[src/rtl/call_stack.sv]
// Return-address stack for the single-cycle CPU: a circular buffer with a top pointer and a count,
// replace-top on simultaneous push/pop, a selectable push-when-full policy and sticky error flags.
module call_stack #(
    parameter int WIDTH    = 10,
    parameter int DEPTH    = 16,
    parameter int OVF_MODE = 0
) (
    input  logic                         clk,
    input  logic                         reset,
    input  logic                         push,
    input  logic                         pop,
    input  logic [WIDTH-1:0]             din,
    input  logic                         clr_err,
    output logic [WIDTH-1:0]             dout,
    output logic [$clog2(DEPTH+1)-1:0]   count,
    output logic                         empty,
    output logic                         full,
    output logic                         overflow,
    output logic                         underflow
);
    localparam int PW = $clog2(DEPTH);
    localparam int CW = $clog2(DEPTH+1);

    // No handshake: push/pop are sampled at every rising edge and are never stalled.
    logic [WIDTH-1:0] mem [DEPTH];
    logic [PW-1:0]    top;
    logic [PW-1:0]    top_inc;
    logic [PW-1:0]    top_dec;
    logic [PW-1:0]    top_n;
    logic [CW-1:0]    count_n;
    logic [PW-1:0]    wr_idx;
    logic             wr_en;
    logic             set_ovf;
    logic             set_unf;

    // Explicit wrap so non-power-of-two depths stay inside the array.
    assign top_inc = (top == PW'(DEPTH-1)) ? '0 : top + PW'(1);
    assign top_dec = (top == '0) ? PW'(DEPTH-1) : top - PW'(1);

    assign empty = (count == '0);
    assign full  = (count == CW'(DEPTH));
    assign dout  = empty ? '0 : mem[top];

    always_comb begin
        wr_en   = 1'b0;
        wr_idx  = top_inc;
        top_n   = top;
        count_n = count;
        set_ovf = 1'b0;
        set_unf = 1'b0;
        case ({push, pop})
            2'b10: begin
                if (!full) begin
                    wr_en   = 1'b1;
                    top_n   = top_inc;
                    count_n = count + CW'(1);
                end else begin
                    set_ovf = 1'b1;
                    if (OVF_MODE == 1) begin
                        wr_en = 1'b1;
                        top_n = top_inc;
                    end
                end
            end
            2'b01: begin
                if (!empty) begin
                    top_n   = top_dec;
                    count_n = count - CW'(1);
                end else begin
                    set_unf = 1'b1;
                end
            end
            2'b11: begin
                if (!empty) begin
                    // Replace-top: a return immediately followed by a call, never an overflow.
                    wr_en  = 1'b1;
                    wr_idx = top;
                end else begin
                    set_unf = 1'b1;
                    wr_en   = 1'b1;
                    top_n   = top_inc;
                    count_n = CW'(1);
                end
            end
            default: ;
        endcase
    end

    always_ff @(posedge clk) begin
        if (wr_en) mem[wr_idx] <= din;
    end

    always_ff @(posedge clk or posedge reset) begin
        if (reset) begin
            top       <= '0;
            count     <= '0;
            overflow  <= 1'b0;
            underflow <= 1'b0;
        end else begin
            top   <= top_n;
            count <= count_n;
            // An error event in the same cycle as clr_err keeps the flag set.
            if (set_ovf)      overflow <= 1'b1;
            else if (clr_err) overflow <= 1'b0;
            if (set_unf)      underflow <= 1'b1;
            else if (clr_err) underflow <= 1'b0;
        end
    end

endmodule

[config.mk]
export PLATFORM = sky130hd
export DESIGN_NAME = call_stack
export DESIGN_NICKNAME = d
export VERILOG_FILES = /design/src/rtl/call_stack.sv
export SDC_FILE = /design/constraint.sdc
export NUM_CORES = 1
export LEC_CHECK = 0
export CORE_ASPECT_RATIO = 0.5
export CORE_MARGIN = 2
export CORE_UTILIZATION = 29
export CTS_CLUSTER_DIAMETER = 40
export DETAILED_ROUTE_END_ITERATION = 8
export GPL_TIMING_DRIVEN = 0
export HOLD_SLACK_MARGIN = 0.06
export PLACE_DENSITY = 0.52
export SYNTH_ARGS = -nofsm -noshare
export SYNTH_HDL_FRONTEND = slang
export SYNTH_SLANG_ARGS = --single-unit
[constraint.sdc]
create_clock -name clk -period 2.3 [get_ports clk]
set_input_delay 0.345 -clock clk [delete_from_list [all_inputs] [get_ports clk]]
set_output_delay 0.345 -clock clk [all_outputs]
set_load 0.01 [all_outputs]
Word-level counts from Yosys, hierarchy flattened
Memories as Yosys holds them, arrays and structs flattened. Cells that the tools add are included.

Muxes and demuxes: 23. Reductions and logical operators: 8. Equality and inequality tests: 8. $add $sub $neg: 4.

Operator list (number): 4-bit two-way mux (6); 5-bit two-way mux (3); 5-bit one-hot mux with 3 select lines (1); 4-bit one-hot mux with 3 select lines (1); 1-bit two-way mux (10); 10-bit two-way mux (1); 2-bit != test (second input constant) (3); 5-bit by 1-bit adder with 5-bit output (second input constant) (1); 5-bit == test (second input constant) (1); 5-bit zero test (1); 5-bit by 1-bit subtractor with 5-bit output (second input constant) (1); 4-bit by 1-bit adder with 4-bit output (second input constant) (1); 2-bit == test (second input constant) (2); 4-bit == test (second input constant) (1); 4-bit zero test (1); 4-bit AND reduction (1); 2-bit nonzero test (2); 4-bit by 1-bit subtractor with 4-bit output (second input constant) (1); 3-bit AND reduction (1); 3-bit nonzero test (1); 2-bit by 1-bit == test with 1-bit output (second input constant) (1); 1-bit one-hot mux with 2 select lines (1); 2-bit OR reduction (1).

Register bits after elaboration: 11. Bits in writable memories: 160. Memories: 1. Output and inout bits: 19. Input bits: 15.

Memory list: mem (words 16, width 10, read ports 1, clocked after memory_dff 0, wr ports 1, RTL line 25) `logic [WIDTH-1:0] mem [DEPTH];`.

Longest topological paths before layout
Gate-level depths: netlist (run 1).

Depth after elaboration: 5. Mapped depth: 9. Mapped depth without buffers: 8.

Least setup slack after synthesis (run 1)
OpenSTA, ideal clock, no wires.

Path type: register to register. From: register count[2]. To: memory mem[0][0] (enable). Stages on the path, launching flop included: 7. Library setup time: 0.376 ns. Period minus slack after synthesis: 2.588 ns. Data arrival time: 2.212 ns. Path slack: -0.288 ns. Data required time: 1.924 ns. Path through: dfrtp_1 > or4_1 > buf_2 > o211ai_4 > mux2i_1 > nand2_1 > nor2_1.

Word-level cells in the longest chain between the ends: 5. Elaborated cells on any way between the ends: 8. Classes of those cells: 1 x eq/ne; 6 x mux; 1 x reduce/logical.

Ends and longest elaborated chain: start, declared (RTL line 15) `output logic [$clog2(DEPTH+1)-1:0] count,`; start signal, assigned (RTL line 101) `count <= count_n;`; 5-bit == test (RTL line 41) `assign full = (count == CW'(DEPTH));`; 1-bit two-way mux (RTL line 53) `if (!full) begin`; 1-bit one-hot mux with 2 select lines (RTL line 51) `case ({push, pop})`; 1-bit two-way mux (RTL line 90) `if (wr_en) mem[wr_idx] <= din;`; 1-bit two-way mux (not written as such) (RTL line 90); end, declared (RTL line 25).

Parallel ways exist; a longest one is shown, timed or not.

Worst setup path in the final report (run 1)
From: register top[0]. To: output port dout[9].

Word-level cells in the longest chain between the ends: 2.

Ends and longest elaborated chain: start, declared (RTL line 26) `logic [PW-1:0] top;`; start signal, assigned (RTL line 100) `top <= top_n;`; memory read 16 x 10 bit; 10-bit two-way mux (RTL line 42) `assign dout = empty ? '0 : mem[top];`; end, declared (RTL line 14) `output logic [WIDTH-1:0] dout,`.

No other way between the ends.

==> results.toml, run 1 <==
[outcome]
status = "finished with violations"
violations = "negative setup slack"

[sta]
slew_headroom = 0.620
hold_viol = 0
finalSetupViolations = 170
slew_viol_final = 0
tightest_slew_ns = 0.569
final.setup_skew_ns = 0.0102
period_minus_slack_ns = 2.51
rsz0062_at_grt = "yes"
worst_slack_ns = -0.213
whs_ns = 0.234
finalCritPeriodShare = 1.09
fmax_ghz = 0.398

[worst_setup_path]
path_depth = 7
crit_path_end = "dout[9]"
startpoint_type = "flip-flop"
critPathCaptureType = "output port"
path_class = "flip-flop to output port"
r2r-end = "mem[13][9]"
worst-path-buf-inv = 4
r2r_cells = 7
cp_common_cell = "buf_12"
reg2reg_from = "count[2]"
crit_path_max_incr_delay_ns = 0.49
crit_fanout = 7
critPathLaunch = "top[0]"
crit_required_ns = 1.96
crit_family = "multiplexers"
cp.arrival_ns = 2.17
slowest_stage = "mux4_2"
crit_chain = "buf_12, buf_12, buf_16, mux4_2, mux2i_1, o22ai_2, buf_2"
ff2ff_setup_slack_ns = -0.17

[placed_design]
dp_hpwl_um = 10200
pre_cts_slack_ns = -1.05
place.gp.congestion = 0.779
portBuffers = 33
dpl_cell_area_sq_mm = 0.00809

[global_route]
grt_pass1_wl_um = 25700
grt_overflow = 0
grt_max_degree = 19
antenna_found_initial = 0
grt_pass1_vias = 4175
track_usage = 0.138

[floorplan]
die_y_um = 115
initial_core_util = 0.297
die_area_sq_mm = 0.0261
row_count = 40
die_w_um = 227
core_area_sq_mm = 0.0242
io_pins = 34

[routing]
num_vias = 3937
first_iter_violations = 380
postRouteAntennaNets = 0
totalWireLength_um = 16700
routedWlPerCell_um = 19.9
drc = 0
drt_first_pass_iters = 4
drt-vias-per-instance = 4.69

[clock_tree]
clock-sinks = 171
insertion_delay_ns = 0.43
cts_hold_buffers = 0
cts_root_buf = "clkbuf_16"
htreeDepth = 4
clkTransAtPathRegs_ns = 0.07
cts_tree = "built"
tritoncts.num_buffers = 17
cts_buffer_depth = 2

[yosys]
syn_inst = 404
yosysSeqAreaShare = 0.707
ys_types = 40
synth_edf_count = 160
yosysWarningCount = 0
netlist_area_sq_mm = 0.00718
syn-mean-instance-area_sq_um = 17.8
synthArstFlopShare = 0.0643
ys_seq_elements = 171
postSynthNetCount = 425
synth-main-ff-cell = "edfxtp_1"

[cells_and_area]
layout_common_cells = "160 x edfxtp_1, 40 x mux4_2, 24 x buf_12, 21 x clkdlybuf4s50_1, 18 x clkbuf_16"
area_delta_synth_final_pct = 33.5
finalInstanceArea_sq_mm = 0.00959
nets = 512
fill_cells = 2154
layout-drive-gt1-share = 0.395
final_common_cell = "edfxtp_1"
diodes = 0
postLayoutCoreUtil = 0.397

[min_path]
hp-class = "primary input to asynchronous set/reset pin"

[power_and_ir_drop]
p_total_uw = 12100
leakagePower_uw = 0.00323
peakVddDrop_mv = 0.502
p_per_area_mw_per_mm2 = 1260

[run]
drv_cap = 0
report_power, final:
group	total, uW	internal (uW)	switching (uW)
Clock	2780	1450	1330
Sequential	4010	3840	174
Combinational	5320	2580	2740
final cells by class:
type / instances / area, sq um / area share
Sequential cell: 171 / 5090 / 0.530
Multi-Input combinational cell: 198 / 2370 / 0.247
Timing Repair Buffer: 70 / 862 / 0.0899
Clock buffer: 17 / 425 / 0.0444
Tap cell: 336 / 420 / 0.0438
Buffer: 18 / 218 / 0.0227
Clock inverter: 15 / 154 / 0.0160
Inverter: 15 / 56.3 / 0.00587
cell families (layout without fill, tap and decap cells):
family,Yosys count,in the layout,synth area share
mux,70,70,0.167
xor+xnor,3,3,0.00366
fa+ha+maj,6,6,0.0115
compound gates,46,46,0.0427
flops,171,171,0.707
buf+inv,35,135,0.0195
simple gates,73,73,0.0481
worst register-to-register path, stage by stage (launching register included):
cell and delay, ns:
dfrtp_2 0.43, or4_4 0.59, o211ai_4 0.21, buf_12 0.16
mux2i_4 0.29, nand2_4 0.14, nor2_4 0.20, buf_12 0.15
state kept, by name (all words and copies together), names as in the netlist:
name / cells
mem: 160
underflow: 1
count: 5
overflow: 1
top: 4
cell usage after synthesis, drive strengths merged (2+ instances only):
| cell | instances | area (sq um) |
|---|---|---|
| nand2b | 3 | 18.8 |
| edfxtp | 160 | 4800 |
| ha | 5 | 62.6 |
| xnor2 | 2 | 17.5 |
| o21ai | 7 | 35.0 |
| dfrtp | 11 | 275 |
| and4 | 2 | 20.0 |
| and2 | 2 | 12.5 |
| nand3 | 3 | 15.0 |
| nor2b | 6 | 37.5 |
| a21oi | 13 | 65.1 |
| inv | 14 | 52.6 |
| mux2i | 30 | 300 |
| a31oi | 3 | 25.0 |
| nor3 | 4 | 20.0 |
| clkbuf | 12 | 45.0 |
| nor2 | 27 | 101 |
| nand2 | 22 | 82.6 |
| buf | 8 | 38.8 |
| o22ai | 13 | 81.3 |
| mux4 | 40 | 901 |
worst min-delay path by stage:
| stage | start | endpoint | slack (ns) | cells after the start |
|---|---|---|---|---|
| 2_1_floorplan | reset | count[0] | 0.20 | 1 |
| 5_1_grt | reset | overflow | 0.27 | 2 |
| 3_5_place_dp | overflow | overflow | 0.54 | 2 |
| 6_report | reset | underflow | 0.23 | 2 |
| 3_3_place_gp | underflow | underflow | 0.52 | 2 |
| 4_1_cts | reset | underflow | 0.26 | 2 |
routing by layer:
layer | vias to the layer above | track usage | wire length [um]
met3 | 14 | 0.0319 | 745
met1 | 2046 | 0.186 | 7680
li1 | 1796 | - | -
met5 | - | 0 | 0
met4 | 0 | 0.0404 | 176
met2 | 81 | 0.225 | 8080
what timing repair did:
item                       CTS  global route
setup endpoints to repair  178           173
resized for setup          131            16
setup buffers               29             5
pin swaps                   22            16
gates cloned                 3             1
through the flow:
| step | setup TNS, ns | std cells |
|---|---|---|
| floorplan | -18.28 | 404 |
| global placement | -161.93 | 773 |
| detailed placement | -168.82 | 773 |
| CTS | -33.17 | 836 |
| global route | -31.03 | 840 |
| finish | -20.71 | 840 |
Note: power is estimated with default switching activity, not from simulation.
==> inputs of run 2 (changes only) <==
--- a/config.mk
+++ b/config.mk
@@ -5,6 +5,7 @@
 export SDC_FILE = /design/constraint.sdc
 export NUM_CORES = 1
 export LEC_CHECK = 0
+export CAP_MARGIN = 10
 export CORE_ASPECT_RATIO = 0.5
 export CORE_MARGIN = 2
 export CORE_UTILIZATION = 29
==> constraint.sdc (replaced) <==
create_clock -name clk -period 2.3 [get_ports clk]
set_input_delay 0.345 -clock clk [delete_from_list [all_inputs] [get_ports clk]]
set_output_delay 0.345 -clock clk [all_outputs]
set_load 0.02 [all_outputs]
==> run 2 against run 1 <==
Effect of this change:
- the run still ends with negative setup slack left
- cell area grew 1.1%
- sequential share of layout area shrank 0.59 points
- flip-flop and latch count did not move
- power increased by 4.9%
- largest power group unchanged
- highest routed layer unchanged
==> results.toml, run 2 (synthesis results as in run 1) <==
[outcome]
status = "finished with violations"
violations = "negative setup slack"

[clock_tree]
cts_buffer_depth = 2
clock-sinks = 171
cts_tree = "built"
tritoncts.num_buffers = 17
cts_root_buf = "clkbuf_16"
htreeDepth = 4
clkTransAtPathRegs_ns = 0.07
cts_hold_buffers = 0
insertion_delay_ns = 0.43

[sta]
slew_headroom = 0.618
rsz0062_at_grt = "yes"
fmax_ghz = 0.388
finalSetupViolations = 170
tns_ns = -20.18
worst_slack_ns = -0.276
slew_viol_final = 0
period_minus_slack_ns = 2.58
tightest_slew_ns = 0.572
hold_viol = 0
finalCritPeriodShare = 1.12
final.setup_skew_ns = 0.0113

[global_route]
grt_max_degree = 17
antenna_found_initial = 0
track_usage = 0.136
grt_pass1_vias = 4169
grt_pass1_wl_um = 25500
grt_overflow = 0

[worst_setup_path]
cp.arrival_ns = 2.23
crit_fanout = 7
crit_required_ns = 1.96
startpoint_type = "flip-flop"
crit_chain = "buf_12, clkbuf_16, mux4_2, mux2i_4, o22ai_2, buf_6"
critPathCaptureType = "output port"
worst-path-buf-inv = 3
r2r_cells = 7
reg2reg_from = "count[2]"
critPathLaunch = "top[0]"
crit_family = "multiplexers"
crit_path_max_incr_delay_ns = 0.54
slowest_stage = "mux4_2"
ff2ff_setup_slack_ns = -0.18
path_class = "flip-flop to output port"
r2r-end = "mem[13][1]"

[routing]
drc = 0
routedWlPerCell_um = 20.6
num_vias = 4045
first_iter_violations = 315
totalWireLength_um = 17300
drt-vias-per-instance = 4.81
drt_first_pass_iters = 4
postRouteAntennaNets = 0

[floorplan]
die_w_um = 227
die_area_sq_mm = 0.0261
core_area_sq_mm = 0.0242
io_pins = 34
row_count = 40
initial_core_util = 0.297
die_y_um = 115

[cells_and_area]
layout-drive-gt1-share = 0.394
regMostFlops = "mem"
fin_cells = 841
reg.largest.list = "mem: 160 flops, count: 5 flops, top: 4 flops"
nets = 513
area_delta_synth_final_pct = 35.0
largest_reg_flops = 160
final_common_cell = "edfxtp_1"
diodes = 0
finalInstanceArea_sq_mm = 0.00970
layout_common_cells = "160 x edfxtp_1, 40 x mux4_2, 23 x clkbuf_16, 22 x buf_12, 21 x clkdlybuf4s50_1"

[power_and_ir_drop]
leakagePower_uw = 0.00324
p_total_uw = 12700
peakVddDrop_mv = 0.540
p_per_area_mw_per_mm2 = 1310

[placed_design]
portBuffers = 33
dp.cells = 773
dpl_cell_area_sq_mm = 0.00809
dp_hpwl_um = 10200
place.gp.congestion = 0.745
pre_cts_slack_ns = -1.09

[run]
drv_cap = 0

[min_path]
hp-class = "primary input to asynchronous set/reset pin"
## run 2: what timing repair did
item / CTS / global route
pin swaps: 18 / 10
gates cloned: 0 / 6
buffers inserted: 30 / 2
gates resized for setup: 118 / 43
endpoints found under the setup margin: 178 / 172
## run 2: per-layer routing
| metal | global-route usage | routed length, um | vias to the layer above |
|---|---|---|---|
| met5 | 0 | 0 | - |
| met4 | 0.0430 | 308 | 0 |
| met3 | 0.0314 | 699 | 25 |
| met2 | 0.224 | 8230 | 92 |
| met1 | 0.180 | 8080 | 2128 |
| li1 | - | - | 1800 |
## run 2: metrics by stage
step / hold slack (ns) / utilization
after floorplan: 0.197 / -
after global placement: 0.521 / 0.335
after detailed placement: 0.533 / 0.335
after CTS: 0.229 / 0.387
after global routing: 0.277 / 0.401
final: 0.228 / 0.401
## run 2: worst reg2reg max path: stages, from the launching register on
cell	delay, ns
dfrtp_2	0.44
or4_4	0.58
o211ai_4	0.20
buf_12	0.16
mux2i_4	0.29
nand2_4	0.13
nor2_4	0.20
clkbuf_16	0.20
## run 2: area by class of cell
cell class              count  area [sq um]
clock inverters            14           164
repair buffers             71           938
well taps                 336           420
clock buffers              18           429
inverters                  15          56.3
flip-flops and latches    171          5080
multi-input cells         198          2390
fillers                  2166         14500
plain buffers              18           215
## run 2: worst max path at each step
stage	end	cells after the start
5_1_grt	dout[9]	6
2_1_floorplan	mem[13][0]	6
4_1_cts	dout[9]	6
6_report	dout[3]	6
3_5_place_dp	dout[3]	6
3_3_place_gp	dout[3]	6
## run 2: report_power, final
group | internal, uW | switching, uW | leakage, uW
Combinational | 2790 | 2980 | 0.00139
Sequential | 3840 | 189 | 0.00157
Clock | 1620 | 1270 | 0.000277
==> inputs of run 3 (changes only) <==
--- a/config.mk
+++ b/config.mk
@@ -8,12 +8,11 @@
 export CAP_MARGIN = 10
 export CORE_ASPECT_RATIO = 0.5
 export CORE_MARGIN = 2
-export CORE_UTILIZATION = 29
+export CORE_UTILIZATION = 54
 export CTS_CLUSTER_DIAMETER = 40
 export DETAILED_ROUTE_END_ITERATION = 8
-export GPL_TIMING_DRIVEN = 0
 export HOLD_SLACK_MARGIN = 0.06
-export PLACE_DENSITY = 0.52
+export PLACE_DENSITY = 0.81
 export SYNTH_ARGS = -nofsm -noshare
 export SYNTH_HDL_FRONTEND = slang
 export SYNTH_SLANG_ARGS = --single-unit
==> run 3 against run 2 <==
Effect of this change:
- the run still ends with negative setup slack left
- hold slack gained 0.015 ns
- first-iteration DRC count up 120%
- combinational power is 28% higher
- flip-flop and latch count is the same
- sequential share of layout area down 2.4 points
- power up 13%
- register-to-register slack worse by 0.20 ns
- sequential power rose by 1%
- largest cell class unchanged
==> results.toml, run 3 (synthesis results as in run 1) <==
[power_and_ir_drop]
peakVddDrop_mv = 0.829
p_sw_uw = 5440
combPwrFrac = 0.512
switching_share = 0.378
clockPowerShare = 0.205
p_total_uw = 14400
p_int_uw = 8970
p_per_area_mw_per_mm2 = 1420
leakagePower_uw = 0.00358
pwr-share-seq = 0.283

[placed_design]
dp.cells = 656
place.gp.congestion = 0.879
dp_hpwl_um = 10400
pre_cts_slack_ns = -0.291
portBuffers = 33

[worst_setup_path]
critPathCaptureType = "output port"
r2r-end = "mem[11][0]"
path_class = "flip-flop to output port"
crit_chain = "buf_6, buf_12, buf_4, mux4_2, mux2i_2, o22ai_2, buf_6"
critPathLaunch = "top[0]"
crit_fanout = 5
cp_common_cell = "buf_6"
r2r_cells = 9
slowest_stage = "mux4_2"
crit_path_max_incr_delay_ns = 0.54
cp.arrival_ns = 2.37
ff2ff_setup_slack_ns = -0.38
crit_family = "multiplexers"
crit_required_ns = 1.96
startpoint_type = "flip-flop"
reg2reg_from = "count[3]"
worst-path-buf-inv = 4

[global_route]
antenna_found_initial = 0
grt_use_met1 = 0.461
grt_pass1_wl_um = 33000
busiest_layer = "met2"
track_usage = 0.332
grt_pass1_vias = 4905
grt_max_degree = 21
grt_util_met2 = 0.526
met3_usage = 0.0729
grt_overflow = 0

[sta]
rsz0062_at_grt = "yes"
finalCritPeriodShare = 1.18
fmax_ghz = 0.368
worst_slack_ns = -0.419
slew_headroom = 0.496
final.setup_skew_ns = 0.0136
tightest_slew_ns = 0.754
slew_viol_final = 0
finalSetupViolations = 170
hold_viol = 0
period_minus_slack_ns = 2.72

[routing]
num_vias = 4885
first_iter_violations = 701
totalWireLength_um = 23600
routedWlPerCell_um = 32.1
postRouteAntennaNets = 0
drt_first_pass_iters = 5
drt-vias-per-instance = 6.65
drc = 0

[cells_and_area]
regMostFlops = "mem"
fin_cells = 735
layout_common_cells = "160 x edfxtp_1, 55 x buf_4, 40 x mux4_2, 30 x buf_6, 30 x buf_12"
nets = 573
fill_cells = 580
diodes = 0
largest_reg_flops = 160
final_common_cell = "edfxtp_1"
reg.largest.list = "mem: 160 flops, count: 5 flops, top: 4 flops"
area_delta_synth_final_pct = 41.5
layout-drive-gt1-share = 0.467

[clock_tree]
clock-sinks = 171
cts_tree = "built"
cts_buffer_depth = 2
insertion_delay_ns = 0.44
htreeDepth = 4
tritoncts.num_buffers = 17
clkTransAtPathRegs_ns = 0.07
cts_root_buf = "clkbuf_16"
cts_hold_buffers = 0

[floorplan]
die_y_um = 85.5
die_w_um = 167
row_count = 29
initial_core_util = 0.561
io_pins = 34
core_area_sq_mm = 0.0128
die_area_sq_mm = 0.0143

[min_path]
hp-class = "primary input to asynchronous set/reset pin"

[run]
drv_cap = 0

[outcome]
violations = "negative setup slack"
status = "finished with violations"
run 3: cell count changes in the layout (fill, tap and decap cells not counted), sizes merged:
cell and change:
dlygate4sd2 -1, clkinvlp -4, clkinv +7, clkbuf -16
clkdlybuf4s15 +1, buf +75, bufinv -2
run 3: area by class of cell:
class                      instances  area [sq um]  area share
sequential                       171          5080       0.500
tap                              170           213      0.0209
inverter                          15          56.3     0.00554
clock buffer                      17           425      0.0419
clock inverter                    15           176      0.0174
multi-input combinational        198          2430       0.239
timing repair buffer             149          1780       0.175
run 3: worst max path at each step:
stage / end / cells past startpoint / slack [ns]
after floorplan: mem[13][0] / 6 / -0.18
after global placement: mem[15][5] / 7 / -0.23
after detailed placement: mem[14][7] / 7 / -0.29
after CTS: dout[2] / 7 / -0.29
after global routing: dout[7] / 7 / -0.46
final: dout[7] / 7 / -0.42
run 3: timing repair:
action	CTS	global route
gates cloned	7	3
setup endpoints to repair	172	172
setup buffers	38	10
endpoints found under the hold margin	0	0
pin swaps	15	11
gates resized for setup	117	38
run 3: metal layers:
metal / routed length [um] / vias up
li1: - / 1919
met1: 9070 / 2443
met2: 11200 / 457
met3: 2610 / 66
met4: 708 / 0
met5: 0 / -
run 3: power by group through the flow:
stage,Sequential (uW),Combinational [uW],Clock [uW]
3_5_place_dp,4080,5020,0
3_3_place_gp,4050,4930,0
4_1_cts,4020,6500,2850
2_1_floorplan,4050,2890,0
6_report,4080,7370,2960
5_1_grt,4100,7590,3070
run 3: stage by stage:
step / utilization / hold WS, ns / TNS, ns / instance area (sq um)
finish: 0.793 / 0.243 / -38.46 / 10200
global route: 0.793 / 0.285 / -44.31 / 10200
CTS: 0.784 / 0.250 / -28.04 / 10000
detailed placement: 0.669 / 0.526 / -36.32 / 8570
global placement: 0.669 / 0.519 / -30.59 / 8570
floorplan: - / 0.197 / -25.64 / 7340
